$ cat src/rtl/hello_world_nios2_qsys_oci_dct_packer.sv
// rtl/hello_world_nios2_qsys_oci_dct_packer.sv - packs 2-bit OCI trace atoms into 15-atom DCT frames
// Optional idle flush of partial frames: define OCI_DCT_IDLE_FLUSH_EN.
module hello_world_nios2_qsys_oci_dct_packer #(
  parameter int IDLE_LIMIT = 64
) (
  input  logic        clk,
  input  logic        reset,
  input  logic        atom_valid,
  input  logic [1:0]  atom_data,
  output logic        atom_ready,
  input  logic        test_end_req,
  input  logic        dct_ready,
  output logic        dct_valid,
  output logic [29:0] dct_buffer,
  output logic [3:0]  dct_count,
  output logic        test_ending,
  output logic        test_has_ended
);

  typedef enum logic [1:0] {FILL, FLUSH, ENDED} state_t;

  state_t      state;
  state_t      state_nxt;
  logic [29:0] acc;
  logic [3:0]  acc_cnt;
  logic        slot_free;
  logic        accept;
  logic        transfer;
  logic        idle_req;

  assign slot_free  = !dct_valid || dct_ready;
  assign atom_ready = (state == FILL) && ((acc_cnt != 4'd15) || slot_free);
  assign accept     = atom_valid && atom_ready;
  assign transfer   = slot_free &&
                      ((acc_cnt == 4'd15) ||
                       (((state == FLUSH) || idle_req) && (acc_cnt != 4'd0)));

`ifdef OCI_DCT_IDLE_FLUSH_EN
  logic [15:0] idle_cnt;

  // Counter saturates at the limit so a held slot cannot wrap it past the request.
  assign idle_req = (state == FILL) && (idle_cnt >= 16'(IDLE_LIMIT));

  always_ff @(posedge clk or posedge reset) begin
    if (reset) begin
      idle_cnt <= 16'd0;
    end else if (accept || transfer) begin
      idle_cnt <= 16'd0;
    end else if ((state == FILL) && (acc_cnt != 4'd0) && !idle_req) begin
      idle_cnt <= idle_cnt + 16'd1;
    end
  end
`else
  assign idle_req = 1'b0;
`endif

  always_comb begin
    state_nxt = state;
    case (state)
      FILL:    if (test_end_req) state_nxt = FLUSH;
      FLUSH:   if ((acc_cnt == 4'd0) && !dct_valid) state_nxt = ENDED;
      ENDED:   state_nxt = ENDED;
      default: state_nxt = FILL;
    endcase
  end

  always_ff @(posedge clk or posedge reset) begin
    if (reset) begin
      state      <= FILL;
      acc        <= 30'd0;
      acc_cnt    <= 4'd0;
      dct_valid  <= 1'b0;
      dct_buffer <= 30'd0;
      dct_count  <= 4'd0;
    end else begin
      state <= state_nxt;
      if (transfer) begin
        dct_buffer <= acc;
        dct_count  <= acc_cnt;
        dct_valid  <= 1'b1;
        // An atom arriving with the transfer opens the next frame at slot 0.
        if (accept) begin
          acc     <= {28'd0, atom_data};
          acc_cnt <= 4'd1;
        end else begin
          acc     <= 30'd0;
          acc_cnt <= 4'd0;
        end
      end else begin
        if (dct_ready) dct_valid <= 1'b0;
        if (accept) begin
          acc[{acc_cnt, 1'b0} +: 2] <= atom_data;
          acc_cnt                   <= acc_cnt + 4'd1;
        end
      end
    end
  end

  assign test_ending    = (state == FLUSH);
  assign test_has_ended = (state == ENDED);

endmodule

$ cat config.mk
export PLATFORM = sky130hd
export DESIGN_NAME = hello_world_nios2_qsys_oci_dct_packer
export DESIGN_NICKNAME = d
export VERILOG_FILES = /design/src/rtl/hello_world_nios2_qsys_oci_dct_packer.sv
export SDC_FILE = /design/constraint.sdc
export NUM_CORES = 1
export LEC_CHECK = 0
export ABC_AREA = 1
export CAP_MARGIN = 20
export CELL_PAD_IN_SITES_DETAIL_PLACEMENT = 1
export CELL_PAD_IN_SITES_GLOBAL_PLACEMENT = 2
export CORE_MARGIN = 5
export CORE_UTILIZATION = 33
export DETAILED_ROUTE_END_ITERATION = 16
export GPL_ROUTABILITY_DRIVEN = 0
export PLACE_DENSITY_LB_ADDON = 0.1
export SETUP_SLACK_MARGIN = 0.05
export SLEW_MARGIN = 20
export SYNTH_ARGS = -nofsm -noshare
export SYNTH_HDL_FRONTEND = slang
export SYNTH_SLANG_ARGS = --single-unit
$ cat constraint.sdc
create_clock -name clk -period 3 [get_ports clk]
set_input_delay 0.6 -clock clk [delete_from_list [all_inputs] [get_ports clk]]
set_output_delay 0.6 -clock clk [all_outputs]
set_load 0.03 [all_outputs]
Yosys cells after proc, flatten, opt, wreduce, memory -nomap -nowiden. Cells that the tools add are included.

Flip-flop bits (word level): 71. Input port bits: 7. Word-level logic and storage cells: 43.

Add/subtract/negate cells: 2. Eq/ne operators: 6. Shift-type cells: 2. Muxes and demuxes: 12. Reductions and logical operators: 15.

Operator list (count): 30-bit two-way mux (2); 30-bit bitwise mux (1); 2-bit by 7-bit variable shift with 30-bit output (first input constant) (1); 2-bit by 7-bit variable part select with 30-bit output (1); 4-bit two-way mux (2); 5-bit negator with 7-bit output (1); 2-bit two-way mux (3); 2-bit case mux with 3 select lines (1); 1-bit logical AND (5); 4-bit by 1-bit adder with 4-bit output (second input constant) (1); 4-bit == test (second input constant) (1); 4-bit zero test (1); 4-bit != test (second input constant) (1); 2-bit nonzero test (2); 4-bit nonzero test (1); 1-bit logical OR (3); 1-bit two-way mux (3); 2-bit by 1-bit == test with 1-bit output (second input constant) (1); 2-bit == test (second input constant) (1); 2-bit zero test (1); 2-bit by 1-bit != test with 1-bit output (second input constant) (1); 2-bit != test (second input constant) (1); 2-bit AND reduction (1); 1-bit zero test (1).

Depth between registers and ports, before layout. Gate-level depths: netlist (run 1).

Depth after elaboration: 7. Gate-level depth with buffers: 12. Depth with buffers taken out: 12.

Least setup slack after synthesis (run 1). No wires, ideal clock.

Kind: flip-flop to flip-flop. From: register acc_cnt[0]. To: register acc[20]. Arrival time: 1.616 ns. Data required time: 2.883 ns. Path slack: 1.267 ns. Cell stages (with the launch flop): 10. Path buffers: 0. Period minus slack after synthesis: 1.733 ns. Path through: dfrtp_1 > inv_2 > ha_1 > inv_1 > nor2_1 > nand2_1 > nor2_1 > nand2_1 > nand3_1 > nand2_1.

Cells in the longest elaborated chain, start to end: 5. Elaborated cells between the ends (all ways): 16.

RTL lines: from (decl) (line 25) `logic [3:0] acc_cnt;`; from (signal assigned) (line 93) `acc_cnt <= acc_cnt + 4'd1;`; 5-bit negator with 7-bit output (tied with other cells) (line 92) `acc[{acc_cnt, 1'b0} +: 2] <= atom_data;`; 2-bit by 7-bit variable part select with 30-bit output (tied with other cells) (line 92); 30-bit bitwise mux (tied with other cells) (line 92); 30-bit two-way mux (tied with other cells) (line 91) `if (accept) begin`; 30-bit two-way mux or 2-bit nonzero test (tied branches); to (signal assigned) (line 83) `acc <= {28'd0, atom_data};`; to (signal, indexed assignment) (line 92); to (decl) (line 24) `logic [29:0] acc;`.

Parallel ways exist; a longest one is shown, timed or not. The select of a mux whose other input is x is not followed. A chain may end at the register's enable or synchronous reset.

Final worst setup path (run 1).
From: register acc_cnt[0]. To: output port atom_ready.

Cells in the longest elaborated chain, start to end: 3.

RTL lines: 4-bit != test (line 32) `assign atom_ready = (state == FILL) && ((acc_cnt != 4'd15) || slot_free);`; 1-bit logical OR (line 32); 1-bit logical AND (line 32); to (decl) (line 10) `output logic atom_ready,`.

No other way between the ends.

==> reports/qor.yml, run 1 <==
status: "finished clean"
cap_violations: 0
start_util_pct: 33.8
diodes: 0
multi_input_area_sq_mm: 0.00145
clk_pin_slew_ns: 0.08
yosysUniqueCellTypes: 28
grt_pass1_wl_mm: 15.0
first_iter_violations: 56
grt_max_degree: 56
synthTopCellsByArea: "dfrtp_1 (51%), nand2_1 (18%), nand3_1 (7.0%)"
rows: 37
wl_per_cell_um: 13.7
synth_seq_cells: 71
p_per_area_mw_per_mm2: 912
die_w_um: 113
clk_path_buf_depth: 2
grt_pass1_vias: 3098
die_area_sq_mm: 0.0127
endpoint_kind: "primary output"
regArea_sq_mm: 0.00178
finalClockSkew_ns: 0.00804
vias_per_cell: 4.61
syn_nets: 442
fin_nets: 488
cts.repair.resized: 0
grt_overflow: 0
drtAntennaViolNets: 0
antenna_found_initial: 0
hold_viol_final: 0
area_growth_pct: 21.6
netlist_area_sq_mm: 0.00349
die_y_um: 113
critPathLaunchType: "register"
seq_area_frac_synth_pct: 50.9
power_uw: 3870
yosysTopAreaCellShare_pct: 50.9
p_leak_uw: 0.00217
clock_latency_ns: 0.35
crit_required_ns: 2.40
ys_warn_count: 0
cts_setup_buffers: 0
crit_fanout: 8
hold_class: "reg -> reg"
drive_above_1_share_pct: 11.1
worstSetupPathType: "reg -> out"
fillers: 1239
cts_hold_buf: 0
rrSetupSlack_ns: 0.74
period_share_pct: 90.0
core-area_sq_mm: 0.0103
finalCoreUtilization_pct: 41.1
cts-root-buf: "clkbuf_8"
vias: 2830
cts_tree: "yes"
setup-violations-final: 0
port_buffers: 44
rsz0062_at_grt: "false"
hpwl_mm: 5.87
min_period_ns: 2.70
ir_drop_mv: 0.411
route.detailed.drc: 0
cp.arrival_ns: 2.10
slew_headroom_pct: 58.9
tns_ns: 0
drtPass1Iterations: 4
cts_sinks: 71
ios: 45
maxSlewViolCount: 0
cts_made_buffers: 9
track_usage_pct: 14.6
cts_htree_levels: 3
avgSynthCellArea_sq_um: 8.17
wl_mm: 8.43
synthCells: 427
worst_pin_slew_ns: 0.615
fmax_ghz: 0.370
synth_top_area_cell: "dfrtp_1"
flip-flops by register name, indices dropped and copies added, names as in the netlist:
register    flops
acc            30
acc_cnt         4
dct_buffer     30
dct_count       4
dct_valid       1
state           2
logic make-up (layout without fill, tap and decap cells):
family,Yosys count,count (layout),share of synthesized area [%]
DFF,71,71,50.9
buffers and inverters,49,100,7.67
AOI/OAI and AO/OA,26,26,4.34
adders and majority gates,8,8,2.87
and+or+nand+nor,273,273,34.2
worst paths after layout:
kind,endpoint,from,cells past startpoint
setup reg to reg,acc[20],acc_cnt[0],9
min in group asynchronous,dct_buffer[4],reset,2
hold reg to reg,dct_buffer[5],acc[5],2
max in group asynchronous,acc[1],reset,3
hold / removal,dct_buffer[5],acc[5],2
setup / recovery,atom_ready,acc_cnt[0],5
synth_stat cells (all sizes together):
library cell / count
nand3: 51
nor3: 2
buf: 16
nor2: 40
inv: 33
a21boi: 1
o21ai: 18
and2: 1
o31ai: 1
ha: 8
dfrtp: 71
nand4: 4
nand2: 175
a21oi: 6
critical path: stages, from the launching register on:
cell and delay (ns):
dfrtp_1 0.53, ha_1 0.23, nand3_1 0.13, o21ai_2 0.20, inv_2 0.07, clkdlybuf4s50_1 0.59
cell usage in the layout (no fill, tap or decap), types with 3 or more instances in the layout:
cell / netlist / routed
nor2_1: 35 / 35
o21ai_1: 12 / 12
ha_1: 8 / 8
clkbuf_8: 0 / 11
nor2_2: 3 / 3
o21ai_0: 4 / 4
nand2_1: 165 / 165
nand2_2: 6 / 6
a21oi_1: 5 / 5
buf_4: 2 / 5
dfrtp_1: 71 / 71
clkdlybuf4s50_1: 0 / 44
inv_1: 26 / 25
nand3_1: 49 / 49
nand4_1: 4 / 4
nand2_4: 4 / 4
inv_2: 6 / 7
per-layer routing:
layer | track usage [%] | routed length, um | vias up
met5 | 0 | 0 | -
met3 | 3.21 | 243 | 10
met1 | 19.3 | 4170 | 1352
met4 | 4.81 | 102 | 0
li1 | - | - | 1434
met2 | 23.9 | 3910 | 34
power breakdown:
group	internal, uW	switching, uW
clock	428	377
sequential	1160	129
combinational	565	1210
per-stage QoR:
stage | setup slack [ns] | hold WS [ns] | std cells | instance area [sq um]
after global placement | 0.326 | 0.458 | 598 | 4040
after CTS | 0.266 | 0.480 | 614 | 4240
after floorplan | 0.603 | 0.442 | 427 | 3490
final | 0.299 | 0.477 | 614 | 4240
after global routing | 0.172 | 0.497 | 614 | 4240
after detailed placement | 0.290 | 0.462 | 598 | 4040
area by class of cell:
type                            count  share of cell area (%)
Clock buffer                       11                    3.57
Clock inverter                      5                    1.33
Inverter                           33                    2.98
Multi-Input combinational cell    307                    34.1
Sequential cell                    71                    41.9
Tap cell                          136                    4.01
Timing Repair Buffer               51                    12.2
No activity file was read; power rests on OpenSTA's default activity.
==> run 2, diff against run 1 <==
--- a/config.mk
+++ b/config.mk
@@ -13,6 +13,7 @@
 export CORE_UTILIZATION = 33
 export DETAILED_ROUTE_END_ITERATION = 16
 export GPL_ROUTABILITY_DRIVEN = 0
+export HOLD_SLACK_MARGIN = 0.02
 export PLACE_DENSITY_LB_ADDON = 0.1
 export SETUP_SLACK_MARGIN = 0.05
 export SLEW_MARGIN = 20
==> results of run 2 <==
Final layout, timing and power as in run 1 (identical DEF).
